[src/rtl/perf_counter_csr.sv]
`default_nettype none
// ============================================================================
// Module   : perf_counter_csr
// Brief    : Cycle / retired-instruction / branch / mispredict counters with
//            a small CSR read/write port, sticky overflow flags and an IRQ.
// Revision : 1.0 - initial release
// ============================================================================
module perf_counter_csr #(
    parameter int   WIDTH        = 32,
    parameter logic EN_RESET_VAL = 1'b1
) (
    input  logic             clk,
    input  logic             rst,
    input  logic             inst_retire,
    input  logic             br_retire,
    input  logic             br_mispred,
    input  logic [4:0]       csr_addr,
    input  logic             csr_we,
    input  logic             csr_re,
    input  logic [WIDTH-1:0] csr_wdata,
    output logic [WIDTH-1:0] csr_rdata,
    output logic             irq
);

    localparam logic [2:0] A_CTRL    = 3'd0;
    localparam logic [2:0] A_STATUS  = 3'd1;
    localparam logic [2:0] A_CLEAR   = 3'd2;
    localparam logic [2:0] A_CYCLE   = 3'd4;
    localparam logic [2:0] A_INSTR   = 3'd5;
    localparam logic [2:0] A_BRANCH  = 3'd6;
    localparam logic [2:0] A_MISPRED = 3'd7;

    localparam logic [WIDTH-1:0] C_MAX = {WIDTH{1'b1}};

    logic             en_q, en_d;
    logic             irq_en_q, irq_en_d;
    logic [3:0]       status_q, status_d;
    logic [WIDTH-1:0] cyc_q, cyc_d;
    logic [WIDTH-1:0] ins_q, ins_d;
    logic [WIDTH-1:0] brc_q, brc_d;
    logic [WIDTH-1:0] mis_q, mis_d;
    logic [WIDTH-1:0] rdata_q, rdata_d;
    logic             irq_q, irq_d;

    logic [2:0]       reg_idx;
    logic             wr_ctrl, wr_status, wr_clear;
    logic [3:0]       inc, ovf, w1c_mask;
    logic [WIDTH-1:0] rd_mux;
    logic             unused_bits;

    assign reg_idx   = csr_addr[4:2];
    assign wr_ctrl   = csr_we && (reg_idx == A_CTRL);
    assign wr_status = csr_we && (reg_idx == A_STATUS);
    assign wr_clear  = csr_we && (reg_idx == A_CLEAR);
    assign w1c_mask  = wr_status ? csr_wdata[3:0] : 4'b0000;
    assign unused_bits = ^{csr_addr[1:0], csr_wdata[WIDTH-1:4]};

    // Bit order matches STATUS: {MISPRED, BRANCH, INSTR, CYCLE}
    assign inc = {en_q & br_retire & br_mispred,
                  en_q & br_retire,
                  en_q & inst_retire,
                  en_q};

    assign ovf = inc & {mis_q == C_MAX, brc_q == C_MAX, ins_q == C_MAX, cyc_q == C_MAX};

    // Clear dominates every increment and every overflow in the same cycle
    assign cyc_d = wr_clear ? '0 : cyc_q + {{(WIDTH-1){1'b0}}, inc[0]};
    assign ins_d = wr_clear ? '0 : ins_q + {{(WIDTH-1){1'b0}}, inc[1]};
    assign brc_d = wr_clear ? '0 : brc_q + {{(WIDTH-1){1'b0}}, inc[2]};
    assign mis_d = wr_clear ? '0 : mis_q + {{(WIDTH-1){1'b0}}, inc[3]};

    // A fresh overflow beats a W1C of the same bit
    assign status_d = wr_clear ? 4'b0000 : ((status_q & ~w1c_mask) | ovf);

    assign en_d     = wr_ctrl ? csr_wdata[0] : en_q;
    assign irq_en_d = wr_ctrl ? csr_wdata[1] : irq_en_q;
    assign irq_d    = irq_en_q & (|status_q);

    always_comb begin
        rd_mux = '0;
        case (reg_idx)
            A_CTRL:    rd_mux[1:0] = {irq_en_q, en_q};
            A_STATUS:  rd_mux[3:0] = status_q;
            A_CYCLE:   rd_mux      = cyc_q;
            A_INSTR:   rd_mux      = ins_q;
            A_BRANCH:  rd_mux      = brc_q;
            A_MISPRED: rd_mux      = mis_q;
            default:   rd_mux      = '0;
        endcase
    end

    assign rdata_d = csr_re ? rd_mux : rdata_q;

    always_ff @(posedge clk or negedge rst) begin
        if (!rst) begin
            en_q     <= EN_RESET_VAL;
            irq_en_q <= 1'b0;
            status_q <= 4'b0000;
            cyc_q    <= '0;
            ins_q    <= '0;
            brc_q    <= '0;
            mis_q    <= '0;
            rdata_q  <= '0;
            irq_q    <= 1'b0;
        end else begin
            en_q     <= en_d;
            irq_en_q <= irq_en_d;
            status_q <= status_d;
            cyc_q    <= cyc_d;
            ins_q    <= ins_d;
            brc_q    <= brc_d;
            mis_q    <= mis_d;
            rdata_q  <= rdata_d;
            irq_q    <= irq_d;
        end
    end

    assign csr_rdata = rdata_q;
    assign irq       = irq_q;

endmodule
`default_nettype wire

[config.mk]
export PLATFORM = sky130hd
export DESIGN_NAME = perf_counter_csr
export DESIGN_NICKNAME = d
export VERILOG_FILES = /design/src/rtl/perf_counter_csr.sv
export SDC_FILE = /design/constraint.sdc
export NUM_CORES = 1
export LEC_CHECK = 0
export BUFFER_PORTS_ARGS = -buffer_cell sky130_fd_sc_hd__buf_2
export CORE_MARGIN = 2
export CORE_UTILIZATION = 59
export DETAILED_ROUTE_END_ITERATION = 12
export HOLD_SLACK_MARGIN = 0.15
export PLACE_DENSITY = 0.84
export REMOVE_ABC_BUFFERS = 1
export SYNTH_ARGS = -nofsm -noshare
export SYNTH_HDL_FRONTEND = slang
export SYNTH_SLANG_ARGS = --single-unit
[constraint.sdc]
create_clock -name clk -period 4.95 [get_ports clk]
set_clock_uncertainty 0.2 [all_clocks]
set_input_delay 0.495 -clock clk [delete_from_list [all_inputs] [get_ports clk]]
set_output_delay 0.495 -clock clk [all_outputs]
set_load 0.005 [all_outputs]
==> summary by stage <==
Min path
The worst hold path belongs to the class in2reg. The hold path depth is 3. For hold timing, the worst endpoint is status_q[2]. The startpoint identified for the worst hold timing path is csr_wdata[2].

Cells and area
The final net count is 990. The final design instance area without fill is 9600 sq um. The area growth from synthesis to layout is 11.0%.

Cells with a size suffix above 1 make up 11.4% of the layout. 0 antenna diodes ended up in the layout. The utilization of the core after routing is 66.6%.

GRT
Global routing finished with a remaining overflow of 0. In the global route stage, overall resource usage came out at 28.6%. The global-route wire length before repair is 35,500 um. The largest net degree at the start of global routing is 97. The number of antenna violations at the first check in global routing was 0.

The via count of the first global-routing pass is 6,807.

Setup path
The worst-path maximum fanout is 9. The internal reg-to-reg setup slack is 2.12 ns. For the worst setup path, the data arrival time is 2.99 ns. The endpoint class of the critical path is a flip-flop. In this run the critical register-to-register path is captured at cyc_q[28]. The depth of the worst register-to-register path is 7. In this run the critical register-to-register path is launched from en_q.

The element type at the critical path start is a flip-flop. The path type of the worst setup path is reg2reg. The required time at the endpoint of the critical path is 5.11 ns.

Placed design
The detailed placer's ending HPWL is 14,900 um. Prior to clock tree synthesis, the placed netlist has a worst setup slack of 2.07 ns. The final weighted congestion in routability-driven placement is 0.916. Once placement finished, the instance area stood at 9030 sq um. The number of buffers added on ports is 46.

Logic synthesis
Summed over all instances, the cell type with the most area after synthesis is dfrtp_1. The fraction of the mapped netlist area in simple logic gates is 26.5%. The synthesized design contains 167 register bits. After synthesis, flip-flops and latches occupy 48.3% of the total area. In this run, distinct cell masters in the synthesized netlist total 52. By count the netlist is led by dfrtp_1 (166), nor2_1 (147), xor2_1 (68). After Yosys synthesis, full adders, half adders and majority gates account for 1.16% of the synthesized area. The portion of synthesized cell area occupied by the leading cell type is 48.0%. Counting every instance in the synthesized netlist gives 902. The mux contribution to synthesized area is 1.65%. After Yosys synthesis, XOR and XNOR cells account for 10.4% of the synthesized area.

The combined area of all synthesized cells is 8650 sq um. The combinational family with the most area after synthesis is simple AND/OR/NAND/NOR gates. The synthesized netlist devotes 9.24% of its cell area to compound gates. After synthesis, the cell types taking the most area are dfrtp_1 (48%), xor2_1 (6.9%), nor2_1 (6.4%), a22oi_1 (4.9%), nand3_1 (3.8%). For this run, the number of Yosys warnings is 0. The average instance in the mapped netlist occupies 9.59 sq um. Counting flops with a built-in enable in the synthesized netlist gives 0.

dfrtp_1 is the most common cell in the netlist. The prevailing post-synth register cell is dfrtp_1. Of all flip-flops after synthesis, the portion carrying an async set or reset was 100%.

Routing
After detailed routing, the average wire length per cell comes to 19.2 um. The detailed-router iteration count before antenna repair is 5. The number of nets with antenna violations after detailed routing is 0. The via density per instance is 6.37. For this block, the routed nets add up to 21,800 um of wire. The detailed router placed 7,208 vias in this run. In the routed design, unresolved DRC markers number 0. The DRC marker count from the first detailed-route iteration is 753.

Clocking
The post-CTS setup repair buffer count is 0. The level count of the clock H-tree is 4. The number of buffers created by CTS is 17. The number of hold-repair buffers added at the cts stage is 4. The number of sinks driven by the clock tree is 167.

The clock passes through at most 2 buffers. The clock tree from TritonCTS is yes. The clock latency at the later pin of the worst-skew pair is 0.43 ns. The number of gates resized after CTS is 0. The buffer type at the clock tree root is clkbuf_16. The clock-pin slew on the worst setup and hold paths is 0.06 ns.

STA
The final hold violation count came to 0. The final critical path takes up 57.2% of the cycle. At the pin with the least slew margin, the transition time is 1.20 ns. Headroom to the max-slew limit came out at 19.9%.

Summed over all failing endpoints, the final setup total negative slack is 0 ns. The fmax is 0.353 GHz. The final count of pins violating max slew is 0. The worst path in the final design needs a cycle of 2.83 ns, including I/O delays and setup.

Setup repair after global routing left no endpoint under its margin. The number of endpoints failing setup at the final stage is 0. The least setup slack across all paths after layout is 2.12 ns.

Floorplanning
The die covers 15,600 sq um. During I/O placement, the number of pins put on the boundary was 77. The standard-cell row count is 44. The core region area is 14,400 sq um.

Measured along the x axis, the die boundary spans 125 um. Measured along the y axis, the die boundary spans 125 um. For this configuration, the core starts out at a cell density of 60.0%.

Run status
The run finished with clean final reports.

Flow run
The number of violations of the max-capacitance limit is 0.

Pwr
VDD sags by at most 0.241 mV. The power density over cell area is 326 nW/um^2. Summed over all cells, the static leakage comes to 4.16 nW.
-- routing by layer --
metal	wire [um]	part of all wire [%]	vias up	track usage, %
met5	0	0	-	0
met4	620	2.9	0	10.7
met3	1890	8.7	56	5.61
met2	10100	46	337	43.8
met1	9130	42	3501	41.0
li1	-	-	3314	-
-- where the power goes --
group,internal [mW],leakage (nW),switching (mW)
sequential,1.47,2.25,0.152
clock,0.698,0.258,0.496
combinational,0.142,1.65,0.169
total,2.31,4.16,0.816
-- layout by cell type (no fill, tap or decap), types with 5 or more instances in the layout --
cell type,count
a22oi_1,56
mux2i_1,6
dfrtp_1,166
clkbuf_16,17
nand2b_1,6
ha_1,8
xor2_1,68
o21ai_0,11
and2_1,17
nor4_1,11
and3_1,19
nand3_1,66
or3_1,10
nand2_1,50
buf_4,12
xnor2_1,35
clkbuf_8,5
nor3_1,18
nor3_2,7
a31oi_1,28
nand4_1,51
a21oi_1,15
nor2_1,146
buf_2,45
and4_1,11
inv_1,13
-- sequential cells by signal, summed over array words and instances, names as in the netlist --
| name | flops |
|---|---|
| en_q | 1 |
| csr_rdata | 32 |
| irq | 1 |
| cyc_q | 32 |
| mis_q | 32 |
| irq_en_q | 1 |
| brc_q | 32 |
| ins_q | 32 |
| status_q | 4 |
-- area by class of cell --
| type | count | area, sq um |
|---|---|---|
| Multi-Input combinational cell | 677 | 4250 |
| Inverter | 13 | 48.8 |
| Sequential cell | 167 | 4180 |
| Clock inverter | 3 | 17.5 |
| Tap cell | 184 | 230 |
| Clock buffer | 26 | 509 |
| Fill cell | 1109 | 4820 |
| Timing Repair Buffer | 62 | 367 |
-- worst max path at each step --
stage | startpoint | end | slack [ns]
4_1_cts | en_q | cyc_q[28] | 2.16
3_5_place_dp | csr_addr[4] | status_q[0] | 2.07
2_1_floorplan | csr_addr[4] | status_q[1] | 0.18
3_3_place_gp | csr_addr[4] | status_q[0] | 2.13
5_1_grt | en_q | cyc_q[22] | 1.99
6_report | en_q | cyc_q[28] | 2.12
-- through the flow --
stage / total power, mW / hold slack [ns] / std cells
finish: 3.13 / 0.232 / 1132
global placement: 1.93 / 0.298 / 1099
floorplan: 1.79 / -0.000591 / 857
global route: 3.26 / 0.223 / 1132
CTS: 3.14 / 0.208 / 1132
detailed placement: 1.94 / 0.313 / 1099
-- cell families (layout without fill, tap and decap cells) --
| kind of cell | after synthesis | in the layout |
|---|---|---|
| flops | 167 | 167 |
| simple gates | 436 | 436 |
| fa+ha+maj | 8 | 8 |
| compound gates | 120 | 120 |
| mux | 10 | 10 |
| xor+xnor | 103 | 103 |
| buf+inv | 58 | 104 |
-- worst max-delay path, cell delays in order (launching register included) --
cell and delay, ns:
dfstp_2 0.60, ha_1 0.29, ha_1 0.32, nand3_1 0.16, nor4_4 0.56, nand4_1 0.21, or3_1 0.33, nand2_1 0.08
No activity file was read; power rests on OpenSTA's default activity.
